<file path="src/rtl/clken_gen_if.sv">
// ---------------------------------------------------------------------------
// clken_gen_if
//   Bundle of control inputs and clock-enable outputs exchanged between the
//   clock-enable generator and the logic it paces.
//
//   turbo     : CPU speed select (period 2^(CPU_LOG2-turbo) cycles)
//   pause     : suppress CPU enables, freeze ROM-ready delay
//   restart   : one-cycle request re-arming the ROM-ready delay
//   ce_pix    : pixel clock-enable pulse
//   ce_cpu    : CPU rising-phase enable pulse
//   ce_cpu_n  : CPU half-phase enable pulse
//   rom_ready : sticky "ROM load delay elapsed" flag
//
//   master : the consumer side (drives controls, receives enables)
//   slave  : the generator side
// ---------------------------------------------------------------------------
interface clken_gen_if #(
    parameter int TURBO_W = 2
);
    logic [TURBO_W-1:0] turbo;
    logic               pause;
    logic               restart;
    logic               ce_pix;
    logic               ce_cpu;
    logic               ce_cpu_n;
    logic               rom_ready;

    modport master (
        output turbo, pause, restart,
        input  ce_pix, ce_cpu, ce_cpu_n, rom_ready
    );

    modport slave (
        input  turbo, pause, restart,
        output ce_pix, ce_cpu, ce_cpu_n, rom_ready
    );
endinterface

</file>
<file path="src/rtl/clken_gen.sv">
// ---------------------------------------------------------------------------
// clken_gen
//   Derives pixel and CPU clock-enable pulses from a single free-running
//   divider, and produces a sticky ROM-ready flag once a programmable number
//   of CPU enables has elapsed.
//
//   Ports:
//     clk_sys : system clock, all logic on the rising edge
//     reset_n : asynchronous active-low reset
//     bus     : clken_gen_if.slave (turbo/pause/restart in,
//               ce_pix/ce_cpu/ce_cpu_n/rom_ready out)
//
//   Parameters:
//     PIX_LOG2  : ce_pix period is 2^PIX_LOG2 cycles (1..8)
//     CPU_LOG2  : slowest ce_cpu period is 2^CPU_LOG2 cycles (1..8)
//     TURBO_W   : width of the turbo select
//     READY_CNT : ce_cpu pulses from reset release to rom_ready
// ---------------------------------------------------------------------------
module clken_gen #(
    parameter int          PIX_LOG2  = 3,
    parameter int          CPU_LOG2  = 4,
    parameter int          TURBO_W   = 2,
    parameter logic [23:0] READY_CNT = 24'hFFFFFF
) (
    input  logic        clk_sys,
    input  logic        reset_n,
    clken_gen_if.slave  bus
);

    localparam int DIV_W = (PIX_LOG2 > CPU_LOG2) ? PIX_LOG2 : CPU_LOG2;

    logic [DIV_W-1:0]   div;
    logic [TURBO_W-1:0] turbo_l;
    logic [23:0]        ready_cnt;

    logic               ce_pix_q;
    logic               ce_cpu_q;
    logic               ce_cpu_n_q;
    logic               rom_ready_q;

    // Decode of the current divider value; results are registered below.
    logic [3:0]         shift;
    logic [8:0]         div_ext;
    logic [8:0]         cpu_mask;
    logic [8:0]         half_pt;
    logic               pix_hit;
    logic               cpu_hit;
    logic               cpun_hit;
    logic               ce_cpu_d;
    logic               slow_wrap;

    always_comb begin
        // Effective shift: CPU_LOG2 - turbo_l, clamped at zero.
        shift = 4'd0;
        if (int'(turbo_l) < CPU_LOG2)
            shift = 4'(CPU_LOG2 - int'(turbo_l));

        div_ext  = 9'(div);
        cpu_mask = (9'd1 << shift) - 9'd1;
        half_pt  = 9'd0;
        if (shift != 4'd0)
            half_pt = 9'd1 << (shift - 4'd1);

        pix_hit  = (div[PIX_LOG2-1:0] == '0);
        // With shift=0 the mask is empty, so ce_cpu fires every cycle and
        // the half-phase enable has no slot of its own.
        cpu_hit  = ((div_ext & cpu_mask) == 9'd0);
        cpun_hit = (shift != 4'd0) && ((div_ext & cpu_mask) == half_pt);
        ce_cpu_d = cpu_hit && !bus.pause;

        // Speed changes only land at the end of a slowest period so no
        // pulse is ever shortened or doubled mid-period.
        slow_wrap = &div[CPU_LOG2-1:0];
    end

    always_ff @(posedge clk_sys or negedge reset_n) begin
        if (!reset_n) begin
            div         <= '0;
            turbo_l     <= '0;
            ready_cnt   <= '0;
            ce_pix_q    <= 1'b0;
            ce_cpu_q    <= 1'b0;
            ce_cpu_n_q  <= 1'b0;
            rom_ready_q <= 1'b0;
        end else begin
            div        <= div + DIV_W'(1);
            if (slow_wrap)
                turbo_l <= bus.turbo;

            ce_pix_q   <= pix_hit;
            ce_cpu_q   <= ce_cpu_d;
            ce_cpu_n_q <= cpun_hit && !bus.pause;

            // Ready counter counts the ce_cpu pulses being registered this
            // edge, so rom_ready follows one cycle after the final pulse.
            if (bus.restart) begin
                ready_cnt   <= '0;
                rom_ready_q <= 1'b0;
            end else begin
                if (ce_cpu_d && (ready_cnt != READY_CNT))
                    ready_cnt <= ready_cnt + 24'd1;
                if (ready_cnt == READY_CNT)
                    rom_ready_q <= 1'b1;
            end
        end
    end

    assign bus.ce_pix    = ce_pix_q;
    assign bus.ce_cpu    = ce_cpu_q;
    assign bus.ce_cpu_n  = ce_cpu_n_q;
    assign bus.rom_ready = rom_ready_q;

endmodule
</file>
<file path="src/flat_wrapper.sv">
// flat-port wrapper written by rule: the top's interface ports become plain ports
module clken_gen_flat 
#(
    parameter int          PIX_LOG2  = 3,
    parameter int          CPU_LOG2  = 4,
    parameter int          TURBO_W   = 2,
    parameter logic [23:0] READY_CNT = 24'hFFFFFF
)
  (clk_sys, reset_n, bus_turbo, bus_pause, bus_restart, bus_ce_pix, bus_ce_cpu, bus_ce_cpu_n, bus_rom_ready);
  clken_gen_if #(.TURBO_W(TURBO_W)) bus_i ();
  input  logic clk_sys;
  input  logic reset_n;
  input wire logic [$bits(bus_i.turbo)-1:0] bus_turbo;
  input wire logic [$bits(bus_i.pause)-1:0] bus_pause;
  input wire logic [$bits(bus_i.restart)-1:0] bus_restart;
  output wire logic [$bits(bus_i.ce_pix)-1:0] bus_ce_pix;
  output wire logic [$bits(bus_i.ce_cpu)-1:0] bus_ce_cpu;
  output wire logic [$bits(bus_i.ce_cpu_n)-1:0] bus_ce_cpu_n;
  output wire logic [$bits(bus_i.rom_ready)-1:0] bus_rom_ready;
  assign bus_i.turbo = bus_turbo;
  assign bus_i.pause = bus_pause;
  assign bus_i.restart = bus_restart;
  assign bus_ce_pix = bus_i.ce_pix;
  assign bus_ce_cpu = bus_i.ce_cpu;
  assign bus_ce_cpu_n = bus_i.ce_cpu_n;
  assign bus_rom_ready = bus_i.rom_ready;
  clken_gen #(.PIX_LOG2(PIX_LOG2), .CPU_LOG2(CPU_LOG2), .TURBO_W(TURBO_W), .READY_CNT(READY_CNT)) u_core (.clk_sys(clk_sys), .reset_n(reset_n), .bus(bus_i));
endmodule
</file>
<file path="config.mk">
export PLATFORM = sky130hd
export DESIGN_NAME = clken_gen_flat
export DESIGN_NICKNAME = d
export VERILOG_FILES = /design/src/rtl/clken_gen_if.sv /design/src/rtl/clken_gen.sv /design/src/flat_wrapper.sv
export SDC_FILE = /design/constraint.sdc
export NUM_CORES = 1
export LEC_CHECK = 0
export CORE_UTILIZATION = 36
export DETAILED_ROUTE_END_ITERATION = 12
export PLACE_DENSITY_LB_ADDON = 0.1
export RECOVER_POWER = 50
export SLEW_MARGIN = 10
export SYNTH_ARGS = -nofsm -noshare
export SYNTH_HDL_FRONTEND = slang
export SYNTH_SLANG_ARGS = --single-unit
</file>
<file path="constraint.sdc">
create_clock -name clk_sys -period 1.9 [get_ports clk_sys]
set_input_delay 0.38 -clock clk_sys [delete_from_list [all_inputs] [get_ports clk_sys]]
set_output_delay 0.38 -clock clk_sys [all_outputs]
set_load 0.02 [all_outputs]
</file>
==> flow_metrics.tcl <==
set metrics [dict create \
    outcome "finished with violations" \
    failing_checks "setup timing" \
    proportion_of_layout_cells_with_a_drive_suffix_above_1_pct 40.6 \
    io-pin-count 10 \
    finish.net_count 287 \
    via_density_per_instance 5.33 \
    synth-seq-area-share_pct 44.6 \
    maxSlewHeadroom_pct 40.8 \
    max_clock_freq_ghz 0.494 \
    place_hpwl_um 3600 \
    crit_buf_inv 1 \
    yosysMostFrequentCell "sky130_fd_sc_hd__dfrtp_1" \
    core-area_mm2 0.00511 \
    clk_pin_slew_ns 0.07 \
    fin_worst_skew_ns 0.00305 \
    clk_latency_ns 0.28 \
    clock-sinks 34 \
    setup-violations-final 21 \
    timing.setup.critical_path_class "flip-flop to flip-flop" \
    flip_flop_and_latch_count_after_synthesis 34 \
    layout.filler_cells 455 \
    ys_types 35 \
    required_ns 2.11 \
    ctsRootBufferMaster "sky130_fd_sc_hd__clkbuf_8" \
    portBuffers 9 \
    dpl-instance-area_mm2 0.00249 \
    clock_tree_from_tritoncts "done" \
    syn-instance-count 198 \
    detail_route.drc_violations 0 \
    drt-wirelength-per-cell_um 15.2 \
    post-place-ws_ns -0.365 \
    cp_slowest_cell "sky130_fd_sc_hd__or4_1" \
    critical_path_at_ns 2.23 \
    firstDrtPassIters 4 \
    routed-via-count 1843 \
    htree_levels 2 \
    grt-ovfl-total 0 \
    via_count_of_the_first_global_routing_pass 1885 \
    rsz0062_at_grt "yes" \
    fp.dieArea_mm2 0.00559 \
    timing.critical_path.cells "nor2_2, ha_4, a2bb2oi_4, nand2_2, buf_6, or4_1, a21oi_2" \
    ant_nets 0 \
    critPathMaxStageDelay_ns 0.52 \
    period_share_pct 106 \
    worstPathMaxFanout 6 \
    placedCellCount 323 \
    hold_slack_ns 0.498 \
    first_pass_grt_wire_length_um 8760 \
    globalRouteTotalUtil_pct 20.9 \
    cts_hold_buf 0 \
    biggest_area_consumer_among_synthesized_cells "sky130_fd_sc_hd__dfrtp_1" \
    synth_edf_count 0 \
    post_synth_instance_area_mm2 0.00191 \
    synth_async_sr_flop_share_pct 100 \
    cap_viol_max_count 0 \
    end_kind "flip-flop" \
    hold_viol_final 0 \
    netlist_top_cells_area "sky130_fd_sc_hd__dfrtp_1 (45%), sky130_fd_sc_hd__o31ai_1 (5.5%), sky130_fd_sc_hd__or4_1 (5.1%)" \
    synth_commonest_cells "sky130_fd_sc_hd__dfrtp_1 (34), sky130_fd_sc_hd__a21oi_1 (19), sky130_fd_sc_hd__nor2_1 (15), sky130_fd_sc_hd__o31ai_1 (14)" \
    initial_core_util_pct 37.3 \
    layout_min_cycle_time_ns 2.02 \
    path_delay_family "simple AND/OR/NAND/NOR gates" \
    pwr_density_cell_mw_per_mm2 469 \
    synth_nets 209 \
    pin_count_of_the_biggest_net_entering_global_routing 35 \
    post-route-util_pct 56.4 \
    tritoncts.num_buffers 5 \
    detail_route.wirelength_um 5270 \
    drtIter0Drc 123 \
    leakage_power_nw 1.22 \
    final_cells 346 \
    setup_total_negative_slack_ns -1.54 \
    final.setup.worst_slack_ns -0.123 \
    synth_top_area_share_pct 44.6 \
    std_cell_rows 26 \
    nature_of_the_critical_path_startpoint "flip-flop" \
    syn-mean-instance-area_um2 9.63 \
    slew_violations 0 \
    timing_worst_slew_pin_value_ns 0.888 \
    areaGrowthSynthToFinish_pct 51.0 \
    cts-root-to-sink-buffers 2 \
    fin_total_pwr_mw 1.35 \
    diodes 0 \
    die_y_um 74.8 \
    grt_antenna_before_repair 0 \
    yosys_most_used_dff "sky130_fd_sc_hd__dfrtp_1" \
    fp.dieW_um 74.8 \
    worst_hold_path_type "flip-flop to flip-flop" \
    routabilityCongestion 0.853 \
    final_design_area_no_fill_mm2 0.00288 \
    yosys_warnings 0 \
    worst_ir_drop_vdd_mv 0.468 \
]
## kinds of logic (layout without fill, tap and decap cells)
group	count (synthesis)	count (layout)	share of synthesized area, %
AO/OA/AOI/OAI	43	43	15.2
XOR/XNOR	3	3	1.38
adder cells (fa/ha/maj)	5	5	3.28
buffers and inverters	18	96	4.26
flip-flops	34	34	44.6
multiplexers	8	8	4.72
AND/OR/NAND/NOR	87	87	26.6
## timing repair
action | CTS | global route
endpoints found under the setup margin | 23 | 23
gates cloned | 1 | 0
buffers inserted | 9 | 7
endpoints found under the hold margin | 0 | 0
gates resized for setup | 22 | 17
pin swaps | 21 | 5
## final cells by class
class | count | area, um^2 | share of cell area (%)
tap | 70 | 87.6 | 3.04
timing repair buffer | 79 | 669 | 23.3
inverter | 10 | 37.5 | 1.30
multi-input combinational | 146 | 1160 | 40.2
sequential | 34 | 852 | 29.6
clock buffer | 7 | 76.3 | 2.65
## per-layer routing
metal / wire [um] / vias up / global-route usage (%)
met5: 0 / - / 0
met4: 58 / 0 / 6.92
met3: 183 / 6 / 4.69
met2: 2670 / 28 / 35.9
met1: 2360 / 911 / 26.0
li1: - / 898 / -
## worst paths after layout
| path | start | endpoint | slack [ns] | cells after the start |
|---|---|---|---|---|
| max | u_core.turbo_l[1] | u_core.ready_cnt[9] | -0.12 | 7 |
| min | u_core.div[0] | u_core.div[0] | 0.50 | 1 |
| max reg2reg | u_core.turbo_l[1] | u_core.ready_cnt[9] | -0.12 | 7 |
| min reg2reg | u_core.div[0] | u_core.div[0] | 0.50 | 1 |
| max in group asynchronous | reset_n | u_core.turbo_l[1] | 0.55 | 2 |
| min in group asynchronous | reset_n | u_core.div[2] | 0.75 | 2 |
## state kept, by name, indices dropped and copies added (netlist names)
signal and count:
u_core.bus.ce_cpu 1, u_core.bus.ce_pix 1, u_core.div 4, u_core.ready_cnt 24, u_core.bus.rom_ready 1, u_core.turbo_l 2
u_core.bus.ce_cpu_n 1
## where the power goes
group	leakage [nW]	switching (mW)	internal, mW	total, mW
clock	0.0383	0.243	0.252	0.496
combinational	0.726	0.0625	0.0566	0.119
sequential	0.457	0.00594	0.729	0.735
## cells in the final DEF (no fill, tap or decap), drive strengths merged, types with 2 or more instances in the layout
master and count:
nand4 12, inv 10, ha 5, a21oi 19, mux2 8, buf 69, dfrtp 34, nor2b 6
nand2 13, clkbuf 8, o31ai 14, o21ai 6, nor2 16, nand3 9, and3 2, xor2 2
or3 5, nor4 5, clkdlybuf4s50 8, or4 13
(Power assumes the default switching activity.)
==> patch, RTL diff (same flow settings) <==
`TURBO_W` is set to 2 in 3 places; all go to 4.
--- a/src/rtl/clken_gen_if.sv
+++ b/src/rtl/clken_gen_if.sv
@@ -15,7 +15,7 @@
 //   slave  : the generator side
 // ---------------------------------------------------------------------------
 interface clken_gen_if #(
-    parameter int TURBO_W = 2
+    parameter int TURBO_W = 4
 );
     logic [TURBO_W-1:0] turbo;
     logic               pause;
--- a/src/rtl/clken_gen.sv
+++ b/src/rtl/clken_gen.sv
@@ -19,7 +19,7 @@
 module clken_gen #(
     parameter int          PIX_LOG2  = 3,
     parameter int          CPU_LOG2  = 4,
-    parameter int          TURBO_W   = 2,
+    parameter int          TURBO_W   = 4,
     parameter logic [23:0] READY_CNT = 24'hFFFFFF
 ) (
     input  logic        clk_sys,
--- a/src/flat_wrapper.sv
+++ b/src/flat_wrapper.sv
@@ -3,7 +3,7 @@
 #(
     parameter int          PIX_LOG2  = 3,
     parameter int          CPU_LOG2  = 4,
-    parameter int          TURBO_W   = 2,
+    parameter int          TURBO_W   = 4,
     parameter logic [23:0] READY_CNT = 24'hFFFFFF
 )
   (clk_sys, reset_n, bus_turbo, bus_pause, bus_restart, bus_ce_pix, bus_ce_cpu, bus_ce_cpu_n, bus_rom_ready);
Ports: changed (resized bus_turbo); port bits go from 10 to 12. No check against the original RTL was run, so the function may have changed too.
==> patch against the original RTL <==
The flow still finishes with violations (negative setup slack); sequential share of layout area is 0.76 points higher; sequential power grew 6.3%; final area increased by 3.1%; total power increased by 15%; setup slack worse by 0.87 ns; sequential cell count rose by 2; area after synthesis is 8.1% higher; combinational power increased by 71%; critical path depth rose by 6; clock skew rose by 0.0034 ns; routed wire length grew 1.4%; largest cell class unchanged; largest power group unchanged; highest routed layer unchanged.
==> patch: results <==
{
  "status": "finished, violations left",
  "violations": "negative setup slack",
  "first_iter_violations": 83,
  "yosys-top-cells-area": "dfrtp_1 (44%), mux2_2 (5.5%), o31ai_1 (4.4%), or4_1 (4.4%), a21oi_1 (3.9%)",
  "hold_end": "u_core.bus.rom_ready",
  "setup_tns_ns": -21.90,
  "dp.cells": 325,
  "leakage_nw": 1.225,
  "worstHoldPathCells": 2,
  "slew-limit-headroom_pct": 38.84,
  "fin_nets": 286,
  "track_usage_pct": 18.04,
  "grt_max_degree": 37,
  "reg.largest.list": "u_core.ready_cnt x24, u_core.div x4, u_core.turbo_l x4",
  "syn_nets": 222,
  "wl_met1_um": 2406,
  "regToRegEndpoint": "u_core.ready_cnt[23]",
  "gp_congestion": 0.8432,
  "critPathArrivalTime_ns": 3.11,
  "postSynthAreaPerCell_um2": 9.866,
  "drive_gt1_share_pct": 41.24,
  "met2_length_um": 2697,
  "n_fill_cell": 505,
  "setup_viol": 26,
  "synth_mux_area_share_pct": 6.432,
  "synth_fa_ha_area_share_pct": 3.034,
  "grt_pass1_wl_um": 8535,
  "rr_worst_depth": 13,
  "ys_seq_area_share_pct": 43.69,
  "fin_hold_ws_ns": 0.4955,
  "ys_types": 43,
  "routed_wl_um": 5347,
  "setup_ws_ns": -0.9887,
  "portBuffers": 11,
  "hold_start": "u_core.bus.rom_ready",
  "vias_per_cell": 5.393,
  "grt_pass1_vias": 1927
}
==> patch: cells by family (layout without fill, tap and decap cells) <==
group                    after synthesis  in the layout
flip-flops                            36             36
multiplexers                          12             12
adder cells (fa/ha/maj)                5              5
AO/OA/AOI/OAI                         40             40
buffers and inverters                 20             84
AND/OR/NAND/NOR                       93             94
XOR/XNOR                               3              3
==> patch: metrics by stage <==
| stage | setup WS, ns | cell area [um^2] |
|---|---|---|
| 6_report | -0.9887 | 2968 |
| 5_1_grt | -1.140 | 2968 |
| 4_1_cts | -0.9689 | 2813 |
| 3_5_place_dp | -0.9613 | 2608 |
| 3_3_place_gp | -0.8612 | 2608 |
| 2_1_floorplan | -0.8274 | 2151 |
==> patch: power by group <==
part           total [mW]  internal, mW  switching, mW
registers           0.781         0.775        0.00551
clock network       0.571         0.295          0.277
logic               0.203         0.100          0.103
==> patch: what timing repair did <==
action	in CTS	in global routing
buffers inserted	5	5
pin swaps	11	17
cloned	0	3
gates resized for setup	19	25
endpoints found under the setup margin	26	27
==> patch: layer usage <==
| metal | track usage, % | up-vias |
|---|---|---|
| met5 | 0 | - |
| met4 | 8.679 | 0 |
| met3 | 3.882 | 6 |
| met2 | 30.00 | 38 |
| met1 | 22.08 | 912 |
| li1 | - | 910 |
==> patch: area by class of cell <==
class	instances	share of cell area (%)
Timing Repair Buffer	69	19.65
Multi-Input combinational cell	154	42.92
Inverter	7	0.8853
Sequential cell	36	30.35
Tap cell	72	3.035
Clock buffer	7	2.909
Clock inverter	1	0.2530
==> patch: how the worst max path moves through the flow <==
stage,start,endpoint,slack [ns],cells after the start
6_report,u_core.turbo_l[1],u_core.ready_cnt[23],-0.99,13
5_1_grt,u_core.turbo_l[1],u_core.ready_cnt[23],-1.14,13
4_1_cts,u_core.turbo_l[1],u_core.ready_cnt[23],-0.97,12
3_5_place_dp,u_core.turbo_l[1],u_core.ready_cnt[0],-0.96,12
3_3_place_gp,u_core.turbo_l[1],u_core.ready_cnt[19],-0.86,11
2_1_floorplan,u_core.turbo_l[0],u_core.ready_cnt[13],-0.83,11
==> patch: worst max-delay path: stages (launching register included) <==
cell      delay [ns]
dfrtp_1         0.40
inv_2           0.08
ha_4            0.20
or3_4           0.36
and2_4          0.15
ha_4            0.25
nor2b_2         0.04
a311oi_2        0.22
nand4_1         0.13
buf_6           0.15
buf_6           0.13
buf_6           0.12
or4_1           0.46
a21oi_1         0.13
